--- src/rtl/timebase_shift_sequencer.sv ---
// Purpose : control stage ahead of the timebase shifter core; latches a double-buffered
//           phase shift, has the shifter count it down, then enables the carrier counter.
// Latency : start sampled at edge k -> RUN / counter_enable from edge k+1+S (S = shadow at k).
// Flow    : no backpressure; start is ignored while busy, stop returns to IDLE next edge.
//
// Ports:
//   clockIn, reset (async, active-low)
//   start, stop          one-cycle control pulses from the PWM generator registers
//   shift_value,
//   shadow_update        write port of the shadow phase-shift register
//   period_tick          carrier counter wrap pulse (used only with synchronous stop)
//   shifter_count        shifter core count_out
//   shifter_load/enable/count_in   shifter core controls
//   counter_enable       carrier counter enable (high in RUN)
//   busy, done           status: not idle / first cycle in RUN
//
// Build option: define TIMEBASE_SHIFT_SYNC_STOP_EN to defer a stop issued in RUN
// until the next period_tick, so the carrier always finishes its current period.
module timebase_shift_sequencer #(
  parameter int COUNTER_WIDTH = 16
) (
  input  logic                     clockIn,
  input  logic                     reset,
  input  logic                     start,
  input  logic                     stop,
  input  logic [COUNTER_WIDTH-1:0] shift_value,
  input  logic                     shadow_update,
  input  logic                     period_tick,
  input  logic [COUNTER_WIDTH-1:0] shifter_count,
  output logic                     shifter_load,
  output logic                     shifter_enable,
  output logic [COUNTER_WIDTH-1:0] shifter_count_in,
  output logic                     counter_enable,
  output logic                     busy,
  output logic                     done
);

  typedef enum logic [1:0] {
    IDLE  = 2'd0,
    LOAD  = 2'd1,
    DELAY = 2'd2,
    RUN   = 2'd3
  } state_t;

  state_t                   state_q, state_d;
  logic [COUNTER_WIDTH-1:0] shadow_q, shadow_d;
  logic [COUNTER_WIDTH-1:0] active_q, active_d;
  logic                     done_q, done_d;
`ifdef TIMEBASE_SHIFT_SYNC_STOP_EN
  logic                     stop_pending_q, stop_pending_d;
`else
  logic                     unused_period_tick;
  assign unused_period_tick = period_tick;
`endif

  always_comb begin
    state_d  = state_q;
    shadow_d = shadow_update ? shift_value : shadow_q;
    active_d = active_q;
`ifdef TIMEBASE_SHIFT_SYNC_STOP_EN
    stop_pending_d = stop_pending_q;
`endif
    case (state_q)
      IDLE: begin
        // stop wins over a simultaneous start; active takes the pre-update shadow
        if (start && !stop) begin
          state_d  = LOAD;
          active_d = shadow_q;
        end
      end
      LOAD: begin
        if (stop)                 state_d = IDLE;
        else if (active_q == '0)  state_d = RUN;
        else                      state_d = DELAY;
      end
      DELAY: begin
        // Count 1 leaves on the edge that decrements it to 0; count 0 (shifter
        // cleared externally) leaves without enabling, so it can never wrap.
        if (stop)                                      state_d = IDLE;
        else if (shifter_count <= COUNTER_WIDTH'(1))   state_d = RUN;
      end
      RUN: begin
`ifdef TIMEBASE_SHIFT_SYNC_STOP_EN
        if (stop || stop_pending_q) begin
          if (period_tick) begin
            state_d        = IDLE;
            stop_pending_d = 1'b0;
          end else begin
            stop_pending_d = 1'b1;
          end
        end
`else
        if (stop) state_d = IDLE;
`endif
      end
      default: state_d = IDLE;
    endcase
    done_d = (state_d == RUN) && (state_q != RUN);
  end

  always_ff @(posedge clockIn or negedge reset) begin
    if (!reset) begin
      state_q  <= IDLE;
      shadow_q <= '0;
      active_q <= '0;
      done_q   <= 1'b0;
    end else begin
      state_q  <= state_d;
      shadow_q <= shadow_d;
      active_q <= active_d;
      done_q   <= done_d;
    end
  end

`ifdef TIMEBASE_SHIFT_SYNC_STOP_EN
  always_ff @(posedge clockIn or negedge reset) begin
    if (!reset) stop_pending_q <= 1'b0;
    else        stop_pending_q <= stop_pending_d;
  end
`endif

  // Outputs decode registered state; shifter_enable also looks at the live
  // count so the shifter is never told to decrement from zero.
  assign shifter_load     = (state_q == LOAD);
  assign shifter_enable   = (state_q == DELAY) && (shifter_count != '0);
  assign shifter_count_in = active_q;
  assign counter_enable   = (state_q == RUN);
  assign busy             = (state_q != IDLE);
  assign done             = done_q;

endmodule
--- config.mk ---
export PLATFORM = sky130hd
export DESIGN_NAME = timebase_shift_sequencer
export DESIGN_NICKNAME = d
export VERILOG_FILES = /design/src/rtl/timebase_shift_sequencer.sv
export SDC_FILE = /design/constraint.sdc
export NUM_CORES = 1
export LEC_CHECK = 0
export ABC_AREA = 1
export CORE_UTILIZATION = 30
export CTS_CLUSTER_SIZE = 8
export DETAILED_ROUTE_END_ITERATION = 16
export PLACE_DENSITY = 0.59
export RECOVER_POWER = 50
export SLEW_MARGIN = 25
export SYNTH_ARGS = -nofsm -noshare
export SYNTH_HDL_FRONTEND = slang
export SYNTH_SLANG_ARGS = --single-unit
--- constraint.sdc ---
create_clock -name clockIn -period 1.4 [get_ports clockIn]
set_clock_uncertainty 0.2 [all_clocks]
set_input_delay 0.21 -clock clockIn [delete_from_list [all_inputs] [get_ports clockIn]]
set_output_delay 0.21 -clock clockIn [all_outputs]
set_load 0.1 [all_outputs]
==> metrics.md, run 1 <==
| Metric | Value |
|---|---|
| Outcome | `finished, violations left` |
| Failing checks | `negative setup slack` |
| Sw power | `0.00178 W` |
| Initial Util | `32.1%` |
| Sw Ratio | `approximately two fifths` |
| N_diodes | `0` |
| GRT Residual Overflow | `0` |
| Worst-Margin Slew | `about 0.77 ns` |
| Fin area | `3040 sq um` |
| Post-Syn Area per Cell | `9.33 sq um` |
| Power Dens Cells | `roughly 1400 nW/um^2` |
| Clock transition at path regs | `~0.07 ns` |
| DRC viols | `0` |
| Gr usage total | `between 10% and 20%` |
| Clock Power Share | `between 15 and 20%` |
| Crit path DAT | `1.20 ns` |
| Die footprint | `5480 sq um` |
| Clk_lat worst skew | `0.28 ns` |
| Post-route ant nets | `0` |
| Max Cap Viol | `0` |
| CP max FO | `3` |
| Initial DRC Count | `33` |
| Gpl congestion | `0.659` |
| Ratio of cells with drive above 1 in the final layout | `51.0%` |
| # rows | `25` |
| P_leak | `1.40 nW` |
| Final net count | `298` |
| Area Growth Syn to Fin | `94.9%` |
| Seq cells post-synth | `35` |
| Num CTS Buffers | `5` |
| WS Path Type | `reg2out` |
| H-tree Lvls | `2` |
| Worst min path class | `in2reg` |
| Netlist cell types | `18` |
| CTS root buf | `clkbuf_8` |
| Die Y | `74.1 microns` |
| Mapped cell area | `between 1500 and 2000 sq um` |
| Setup ws final | `-0.214 ns` |
| Peak Freq | `619 MHz` |
| Final Hold Viols | `0` |
| IR Drop Worst-Case VDD | `1.15 mV` |
| Ys Warns | `0` |
| Largest net degree at the start of global routing | `33` |
| CTS sink cnt | `35` |
| Placeable Area | `~4800 sq um` |
| Worst setup EP type | `output pin` |
| IO Pins | `a little under 60` |
| Number of buffers added on ports | `57` |
| Rel. slew slack | `49.0%` |
| Sequential cell area fraction in the yosys report | `56.2%` |
| CTS Buffer Depth | `2` |
| Most frequent cells in the layout | `27 x nand2_1, 26 x buf_12, 20 x clkdlybuf4s50_1, 20 x buf_4, 18 x dfrtp_1` |
| Final setup violating endpoints | `24` |
| TritonCTS clock tree | `built` |
| WL/cell | `11.4 microns` |
| RSZ-0062 raised after global routing | `yes` |
| DP Worst Slack | `-0.315 ns` |
| Slew Limit Fails | `0` |
| Logic pwr share | `slightly above 50%` |
| CP required | `between 0.9 and 1 ns` |
| Final period utilization | `115%` |
| Vias per inst | `roughly 4.2` |
| Cells after synthesis | `167` |
| Syn nets | `roughly 200` |
| First-pass GRT wire length | `6130 microns` |
| Initial antenna violation count | `0` |
| Placed cell area | `2670 sq um` |
| Commonest non-fill, non-tap cell in the layout | `nand2_1` |
| Routed vias | `1374` |
| Vias in the first global route | `between 1k and 1.5k` |
| Minimum clock period | `1.61 ns` |
| Die width | `74.1 microns` |
| Drt total wl | `3740 microns` |
| Sequential power share | `31.5%` |
| Internal | `0.00258 W` |
| TritonRoute pass-1 iters | `3` |
| Startpoint types | `register` |
| Placed wire-length estimate | `around 2500 microns` |
==> critical path: stages (launching register included) <==
cell	delay, ns
dfrtp_1	0.42
inv_2	0.08
nand2_2	0.06
a31oi_4	0.16
buf_12	0.19
==> logic make-up (layout without fill, tap and decap cells) <==
| family | after synthesis | after routing | share of synthesized area [%] |
|---|---|---|---|
| AO/OA/AOI/OAI | 33 | 33 | 14.5 |
| buffers and inverters | 27 | 121 | 8.19 |
| flip-flops | 35 | 35 | 56.2 |
| AND/OR/NAND/NOR | 72 | 72 | 21.0 |
==> final timing paths <==
check / from / end / slack, ns / depth (start not counted)
hold / removal: shift_value[1] / shadow_q[1] / 0.27 / 3
max in group asynchronous: reset / shifter_count_in[14] / 0.09 / 3
setup reg to reg: state_q[1] / shifter_count_in[0] / -0.09 / 6
min in group asynchronous: reset / shadow_q[11] / 0.31 / 2
setup / recovery: state_q[0] / shifter_enable / -0.21 / 4
hold reg to reg: shadow_q[11] / shadow_q[11] / 0.31 / 2
==> area by class of cell <==
class	instances	area [sq um]
fillers	388	1810
repair buffers	92	1150
flip-flops and latches	35	920
multi-input cells	105	694
clock buffers	8	100
inverters	21	86.3
well taps	67	83.8
==> cell usage after synthesis <==
master / instances / share of area [%]
nor2_4: 1 / 0.72
nor3_1: 1 / 0.32
o21ai_1: 11 / 3.5
nand3_1: 1 / 0.32
buf_6: 3 / 2.2
a31oi_1: 1 / 0.40
nor2_2: 1 / 0.40
nor2_1: 21 / 5.1
o21ai_0: 5 / 1.6
nand3_4: 1 / 1.1
nand3_2: 1 / 0.64
dfrtp_1: 35 / 56
inv_2: 1 / 0.24
o21ai_2: 16 / 9.0
buf_2: 3 / 0.96
nand2_2: 10 / 4.0
inv_1: 20 / 4.8
nand2_1: 35 / 8.4
==> power groups by stage <==
stage                     Clock, W  Sequential (W)  Combinational [W]
final                     0.000789         0.00137            0.00220
after global routing      0.000863         0.00139            0.00230
after CTS                 0.000816         0.00135            0.00209
after detailed placement         0         0.00132            0.00206
after global placement           0         0.00132            0.00204
after floorplan                  0         0.00209           0.000396
==> layer usage <==
layer	wire [microns]	GRT usage, %	vias to the layer above
met5	0	0	-
met4	33	5.13	0
met3	213	3.93	5
met2	1880	25.6	46
met1	1610	18.3	623
li1	-	-	700
==> sequential cells by signal, summed over array words and instances, names as in the netlist <==
name              cells
done                  1
state_q               2
shadow_q             16
shifter_count_in     16
==> per-stage QoR <==
stage / hold slack (ns) / power [W] / utilization (%) / setup TNS, ns / std cells
6_report: 0.268 / 0.00436 / 62.6 / -2.16 / 328
3_5_place_dp: -0.0769 / 0.00338 / 55.1 / -2.16 / 307
2_1_floorplan: -0.286 / 0.00248 / - / -0.340 / 167
3_3_place_gp: -0.0760 / 0.00336 / 55.1 / -2.00 / 307
5_1_grt: 0.276 / 0.00456 / 62.6 / -4.45 / 328
4_1_cts: 0.150 / 0.00426 / 59.5 / -2.14 / 320
==> repair_timing <==
item	in CTS	in global routing
hold endpoints to repair	35	0
gates cloned	1	0
resized for setup	32	25
buffers inserted	8	8
pin swaps	11	15
hold buffers	1	0
endpoints found under the setup margin	17	31
(Power assumes the default switching activity.)
==> run 2: changes to the inputs <==
--- a/config.mk
+++ b/config.mk
@@ -6,7 +6,9 @@
 export NUM_CORES = 1
 export LEC_CHECK = 0
 export ABC_AREA = 1
+export CAP_MARGIN = 10
 export CORE_UTILIZATION = 30
+export CTS_BUF_LIST = sky130_fd_sc_hd__clkbuf_8
 export CTS_CLUSTER_SIZE = 8
 export DETAILED_ROUTE_END_ITERATION = 16
 export PLACE_DENSITY = 0.59
==> metrics.md, run 2 (synthesis results as in run 1) <==
| Metric | Value |
|---|---|
| N_diodes | `0 (unchanged)` |
| Clock transition at path regs | `0.07 ns (about the same)` |
| CTS sink cnt | `35 (unchanged)` |
| CTS Buffer Depth | `2 (unchanged)` |
| Total power | `0.00436 W (-0.16%)` |
| IR Drop Worst-Case VDD | `1.15 mV (+0.13%)` |
| Crit-path cells | `inv_2 > nand2_2 > a31oi_4 > buf_12` |
| Failing checks | `negative setup slack` |
| GRT Residual Overflow | `0 (unchanged)` |
| Vias in the first global route | `1403 (unchanged)` |
| TritonCTS clock tree | `built` |
| Num CTS Buffers | `5 (unchanged)` |
| Slowest stage delay, CP | `0.42 ns (about the same)` |
| Routed vias | `1374 (unchanged)` |
| Worst hold margin | `0.268 ns (unchanged)` |
| DRC viols | `0 (unchanged)` |
| WS Path Type | `reg2out` |
| DP Worst Slack | `-0.315 ns (unchanged)` |
| Power Dens Cells | `1430 nW/um^2 (-0.16%)` |
| Outcome | `finished, violations left` |
| Final Hold Viols | `0 (unchanged)` |
| IO Pins | `59 (unchanged)` |
| Max Cap Viol | `0 (unchanged)` |
| Largest net degree at the start of global routing | `33 (unchanged)` |
| Crit path DAT | `1.20 ns (about the same)` |
| Fill cells | `388 (unchanged)` |
| Initial antenna violation count | `0 (unchanged)` |
| Final net count | `298 (unchanged)` |
| Minimum clock period | `1.61 ns (unchanged)` |
| Most frequent cells in the layout | `27 x nand2_1, 26 x buf_12, 20 x clkdlybuf4s50_1, 20 x buf_4` |
| Initial Util | `32.1% (unchanged)` |
| RSZ-0062 raised after global routing | `yes` |
| Die width | `74.1 microns (unchanged)` |
| Post-route ant nets | `0 (unchanged)` |
| First-pass GRT wire length | `6130 microns (unchanged)` |
| Drt total wl | `3740 microns (unchanged)` |
| Rel. slew slack | `49.0% (unchanged)` |
| Gr usage total | `15.0% (unchanged)` |
| Final period utilization | `115% (unchanged)` |
| CP max stage cell | `dfrtp_1` |
| CTS root buf | `clkbuf_8` |
| Buffer and inverter count on the worst path | `2 (unchanged)` |
| Slew Limit Fails | `0 (unchanged)` |
| Commonest non-fill, non-tap cell in the layout | `nand2_1` |
| TritonRoute pass-1 iters | `3 (unchanged)` |
| WL/cell | `11.4 microns (unchanged)` |
| Worst setup EP type | `output pin` |
| Placeable Area | `4850 sq um (unchanged)` |
| P_leak | `1.41 nW (+0.29%)` |
| Placed wire-length estimate | `2540 microns (unchanged)` |
| Worst min path class | `in2reg` |
| Peak Freq | `619 MHz (unchanged)` |
| Final setup violating endpoints | `24 (unchanged)` |
| Area Growth Syn to Fin | `94.9% (unchanged)` |
| Vias per inst | `4.19 (unchanged)` |
| CP delay by family, top | `flip-flops` |
| Startpoint types | `register` |
| H-tree Lvls | `2 (unchanged)` |
| # rows | `25 (unchanged)` |
| Die footprint | `5480 sq um (unchanged)` |
| CP required | `0.99 ns (about the same)` |
| Initial DRC Count | `34 (+3.0%)` |
| Worst-Margin Slew | `0.765 ns (unchanged)` |
| Clk_lat worst skew | `0.28 ns (about the same)` |
| Die Y | `74.1 microns (unchanged)` |
| Setup ws final | `-0.214 ns (unchanged)` |
| Number of buffers added on ports | `57 (unchanged)` |
| CP max FO | `3 (unchanged)` |
| Gpl congestion | `0.659 (unchanged)` |
| Ratio of cells with drive above 1 in the final layout | `51.0% (unchanged)` |
==> run 2: layout make-up <==
class / count / area [sq um] / share of cell area [%]
well taps: 67 / 83.8 / 2.76
multi-input cells: 105 / 694 / 22.9
clock buffers: 7 / 96.3 / 3.17
repair buffers: 92 / 1150 / 37.9
inverters: 21 / 86.3 / 2.84
flip-flops and latches: 35 / 920 / 30.3
clock inverters: 1 / 3.75 / 0.124
==> run 2: where the power goes <==
part | total [W] | switching [W] | internal [W] | leakage (nW)
sequential | 0.00137 | 0.000165 | 0.00121 | 0.415
combinational | 0.00220 | 0.00128 | 0.000924 | 0.938
clock | 0.000783 | 0.000341 | 0.000441 | 0.0557
==> run 2: layer usage <==
layer	routed length, microns	share of wire (%)	GRT usage [%]	up-vias
met5	0	0	0	-
met3	213	5.7	3.93	5
met1	1610	43	18.3	623
li1	-	-	-	700
met2	1880	50	25.6	46
met4	33	0.88	5.13	0
==> run 2: stage by stage <==
stage	area [sq um]	setup TNS (ns)	std cells	util [%]
6_report	3040	-2.15	328	62.6
5_1_grt	3040	-4.45	328	62.6
4_1_cts	2890	-2.14	320	59.5
3_5_place_dp	2670	-2.16	307	55.1
3_3_place_gp	2670	-2.00	307	55.1
2_1_floorplan	1630	-0.340	167	-
==> run 2: path summary, 6_finish.rpt <==
check / start / end / slack [ns] / cells past startpoint
worst min register to register: shadow_q[11] / shadow_q[11] / 0.32 / 2
max in group asynchronous: reset / shifter_count_in[14] / 0.09 / 3
min in group asynchronous: reset / shadow_q[11] / 0.31 / 2
worst max-delay path: state_q[0] / shifter_enable / -0.21 / 4
worst min-delay path: shift_value[1] / shadow_q[1] / 0.27 / 3
worst max register to register: state_q[1] / shifter_count_in[0] / -0.09 / 6
==> run 2: worst min-delay path, stage by stage <==
cell and delay, ns:
clkdlybuf4s50_1 0.39, nand2_1 0.06, o21ai_1 0.05
==> run 2: timing repair <==
item,4_1_cts,5_1_grt
pin swaps,11,15
cloned,1,0
hold endpoints to repair,35,0
hold buffers,1,0
gates resized for setup,32,25
buffers inserted,8,8
endpoints found under the setup margin,17,31
==> edit 1: new RTL, config.mk and constraints of run 1 <==
Build with the macro `TIMEBASE_SHIFT_SYNC_STOP_EN` defined.
--- a/src/rtl/timebase_shift_sequencer.sv
+++ b/src/rtl/timebase_shift_sequencer.sv
@@ -16,6 +16,8 @@
 //
 // Build option: define TIMEBASE_SHIFT_SYNC_STOP_EN to defer a stop issued in RUN
 // until the next period_tick, so the carrier always finishes its current period.
+`define TIMEBASE_SHIFT_SYNC_STOP_EN
+
 module timebase_shift_sequencer #(
   parameter int COUNTER_WIDTH = 16
 ) (
Behaviour: not the same (Yosys sat finds a counterexample within 4 cycles, from zero or initial values and one cycle with reset low).
==> edit 1 against run 1 <==
- the run still ends with negative setup slack left
- worst setup slack got worse by 0.0097 ns
- routed wire length decreased by 7.3%
- clock power decreased by 4.6%
- total power increased by 11%
- synthesized cell count is 6.6% higher
- sequential cell count grew 1
- hold slack better by 0.0072 ns
- final area is 7.5% lower
- synthesized area rose by 2.8%
==> edit 1: results (changes against run 1) <==
[run_status]
violations=negative setup slack
status=finished with violations

[grt]
grt_pass1_wl_mm=5.42  ; -11%
grtUsageTotal_pct=13.0  ; -1.9 points
grt_pass1_vias=1296  ; -7.6%

[synthesis]
synth-seq-area-share_pct=56.3  ; about the same
yosys-top-cells-area=dfrtp_1, nand2_1, o21ai_2

[timing]
worst_pin_slew_ns=0.494  ; -0.271 ns
timing.hold.ws_ns=0.275  ; +0.00720 ns
fin_ws_ns=-0.224  ; -0.00968 ns
setup_viol=8  ; -67%

[layout]
clk_share_pct=3.34  ; +0.046 points
seq_share_pct=33.3  ; +3.0 points
multi_input_area_share_pct=23.0  ; +0.17 points
seq_cells=36  ; +2.9%
buf_share_pct=33.6  ; -4.4 points
synthToLayoutAreaGrowth_pct=75.3

[routing]
drt_wl_total_mm=3.47  ; -7.3%
wire_per_inst_um=10.8  ; -5.3%
wl_met1_mm=1.47  ; -9.2%
met2_length_mm=1.65  ; -12%

[placement]
portBuffers=58  ; +1.8%
place_inst=308  ; +0.33%
place_ws_ns=-0.422  ; -0.108 ns
post_dp_cell_area_mm2=0.00258  ; -3.3%

[setup_path]
r2r_end=shifter_count_in[2]$_DFFE_PN0P_
rrSetupSlack_ns=-0.01  ; +0.08 ns
max_stage_delay_ns=0.45  ; +0.03 ns

[min_path]
hold_end=shadow_q[14]$_DFFE_PN0P_

[pwr]
p_int_mw=2.65  ; +2.7%
vdd_ir_drop_max_mv=1.56  ; +36%
seqPwrFrac_pct=32.1  ; +0.6 points

[cts]
cts_resized=26  ; -19%

## edit 1: changes by cell type after synthesis, moves of 3 or more
cell / before / now
nand2_1: 35 / 46
o21ai_0: 5 / 16
o21ai_1: 11 / 1
nand2_2: 10 / 1
inv_1: 20 / 23
## edit 1: kinds of logic (layout without fill, tap and decap cells)
family	Yosys count	in the layout	synth area share, %
buf+inv	31	104	8.83
simple gates	74	74	19.3
compound gates	37	37	15.6
flops	36	36	56.2
## edit 1: worst max-delay path by stage
stage / startpoint / end / slack, ns / depth (start not counted)
3_3_place_gp: shifter_count[3] / shifter_enable / -0.37 / 5
5_1_grt: shifter_count[8] / shifter_enable / -0.26 / 6
3_5_place_dp: shifter_count[3] / shifter_enable / -0.42 / 5
6_report: state_q[0]$_DFF_PN0_ / shifter_enable / -0.22 / 4
2_1_floorplan: state_q[0]$_DFF_PN0_ / shifter_enable / -0.15 / 3
4_1_cts: state_q[0]$_DFF_PN0_ / shifter_enable / -0.26 / 4
==> edit 2: new RTL, settings of run 1 <==
Made on the original files. Encoding of `state_t`: now one-hot (4 bits for 4 states).
--- a/src/rtl/timebase_shift_sequencer.sv
+++ b/src/rtl/timebase_shift_sequencer.sv
@@ -35,11 +35,11 @@
   output logic                     done
 );
 
-  typedef enum logic [1:0] {
-    IDLE  = 2'd0,
-    LOAD  = 2'd1,
-    DELAY = 2'd2,
-    RUN   = 2'd3
+  typedef enum logic [3:0] {
+    IDLE  = 4'b0001,
+    LOAD  = 4'b0010,
+    DELAY = 4'b0100,
+    RUN   = 4'b1000
   } state_t;
 
   state_t                   state_q, state_d;
Formal check against the unedited RTL: no difference found for any inputs over 10 cycles, from zero or initial values and one cycle with reset low; not proved beyond that.
==> edit 2 against run 1 <==
- the run still ends with negative setup slack left
- total power up 7.4%
- non-clock buffer count up 10
- sequential share of layout area down 2.5 points
- synthesized area up 11%
- fmax down 5.0%
- sequential power about the same
- worst setup slack worse by 0.085 ns
- routed wire length up 20%
- via count up 21%
- sequential cell count up 2
- combinational power up 15%
- first-iteration DRC count up 9.1%
- final area up 11%
- largest power group unchanged
==> edit 2: results (changes against run 1) <==
[layout]
post-route-util_pct=61.1  ; -1.5 points
num-fill-cells=477  ; +23%
final_layout_size_suffix_gt1_share_pct=45.2  ; -5.8 points
nNetsFinal=338  ; +13%

[timing]
fin_ws_ns=-0.300  ; -0.0853 ns
setup_viol=23  ; -4.2%
worst_pin_slew_ns=0.617  ; -0.149 ns

[cts]
postCtsSetupBuffers=6  ; -2
clkTransAtPathRegs_ns=0.07  ; about the same
clk_latency_ns=0.28  ; about the same
cts_resized=43  ; +34%

[placement]
place_inst=349  ; +14%
dp_hpwl_mm=2.88  ; +13%
place_ws_ns=-0.375  ; -0.0610 ns
post_dp_cell_area_mm2=0.00284  ; +6.4%
portBuffers=57  ; unchanged
place_congestion=0.729  ; +11%

[synthesis]
synth.top_cells.by_count=nand2_1, dfrtp_1, nor2_1
synth.distinct_cells=20  ; +2
synthCells=197  ; +18%
yosys.area_share.adder_pct=0  ; unchanged
synth-xor-area-share_pct=0  ; unchanged
synthFlopType=dfrtp_1
synth_fp_nets=235  ; +15%
synth_compound_area_share_pct=13.7  ; -0.89 points
yosys-top-cells-area=dfrtp_1, nand2_1, o21ai_2
synth-seq-area-share_pct=53.8  ; -2.4 points

[grt]
grt_pass1_vias=1624  ; +16%
grtUsageTotal_pct=15.2  ; +0.25 points
grt_pass1_wl_mm=7.13  ; +16%

[setup_path]
arrival_ns=1.29  ; +0.09 ns
r2r_end=shifter_count_in[7]$_DFFE_PN0P_
r2r_cells=8  ; +2
rr_startpoint=state_q[2]$_DFF_PN0_
critPathLaunch=shifter_count[8]
rrSetupSlack_ns=-0.21  ; -0.12 ns
critical_path.max_fanout=2  ; -1

[routing]
drt_wl_total_mm=4.48  ; +20%
wire_per_inst_um=12.0  ; +5.4%
dr.pass1.iters=4  ; +1
via_per_inst=4.45  ; +6.3%
drt-initial-drc-count=36  ; +9.1%

[pwr]
p_leak_nw=1.61  ; +15%
vdd_ir_drop_max_mv=0.727  ; -37%

[run_status]
violations=negative setup slack
status=finished with violations

[min_path]
hold_class=in -> async

## edit 2: cell count changes in the layout (fill, tap and decap cells not counted), moves of 5 or more
cell	before	now
buf_6	8	17
clkdlybuf4s50_1	20	25
dfrtp_1	18	30
dfrtp_4	9	0
dlygate4sd2_1	10	4
inv_1	17	22
nand2_4	12	17
nor2_1	11	20
o21ai_0	5	16
o21ai_1	11	1
## edit 2: cell families after synthesis
family / count (synthesis)
and+or+nand+nor: 94
DFF: 37
AOI/OAI and AO/OA: 35
buffers and inverters: 31
## edit 2: power by group
group	total, mW	switching, mW	internal (mW)
Sequential	1.37	0.127	1.24
Combinational	2.52	1.44	1.08
Clock	0.800	0.355	0.445
## edit 2: cell type report
| cell class | instances | share of cell area, % |
|---|---|---|
| Sequential cell | 37 | 27.8 |
| Timing Repair Buffer | 102 | 38.8 |
| Clock inverter | 1 | 0.149 |
| Clock buffer | 7 | 2.86 |
| Multi-Input combinational cell | 129 | 24.7 |
| Inverter | 25 | 2.98 |
| Tap cell | 72 | 2.68 |
## edit 2: routing by layer
layer | wire (um) | track usage, % | part of all wire [%] | vias to the layer above
met5 | 0 | 0 | 0 | -
met4 | 38 | 3.96 | 0.85 | 0
met1 | 1760 | 17.8 | 39 | 789
li1 | - | - | - | 827
met3 | 213 | 3.76 | 4.8 | 4
met2 | 2470 | 27.4 | 55 | 41
## edit 2: through the flow
step | hold slack, ns | TNS, ns
2_1_floorplan | -0.286 | -7.10
3_3_place_gp | -0.0919 | -3.89
3_5_place_dp | -0.0911 | -4.20
4_1_cts | 0.134 | -4.21
5_1_grt | 0.305 | -5.62
6_report | 0.251 | -4.32
## edit 2: worst max-delay path, stage by stage
cell             delay (ns)
clkdlybuf4s50_1        0.42
nor2_2                 0.13
nand4_1                0.14
nor2_2                 0.18
nor2_4                 0.05
buf_12                 0.16
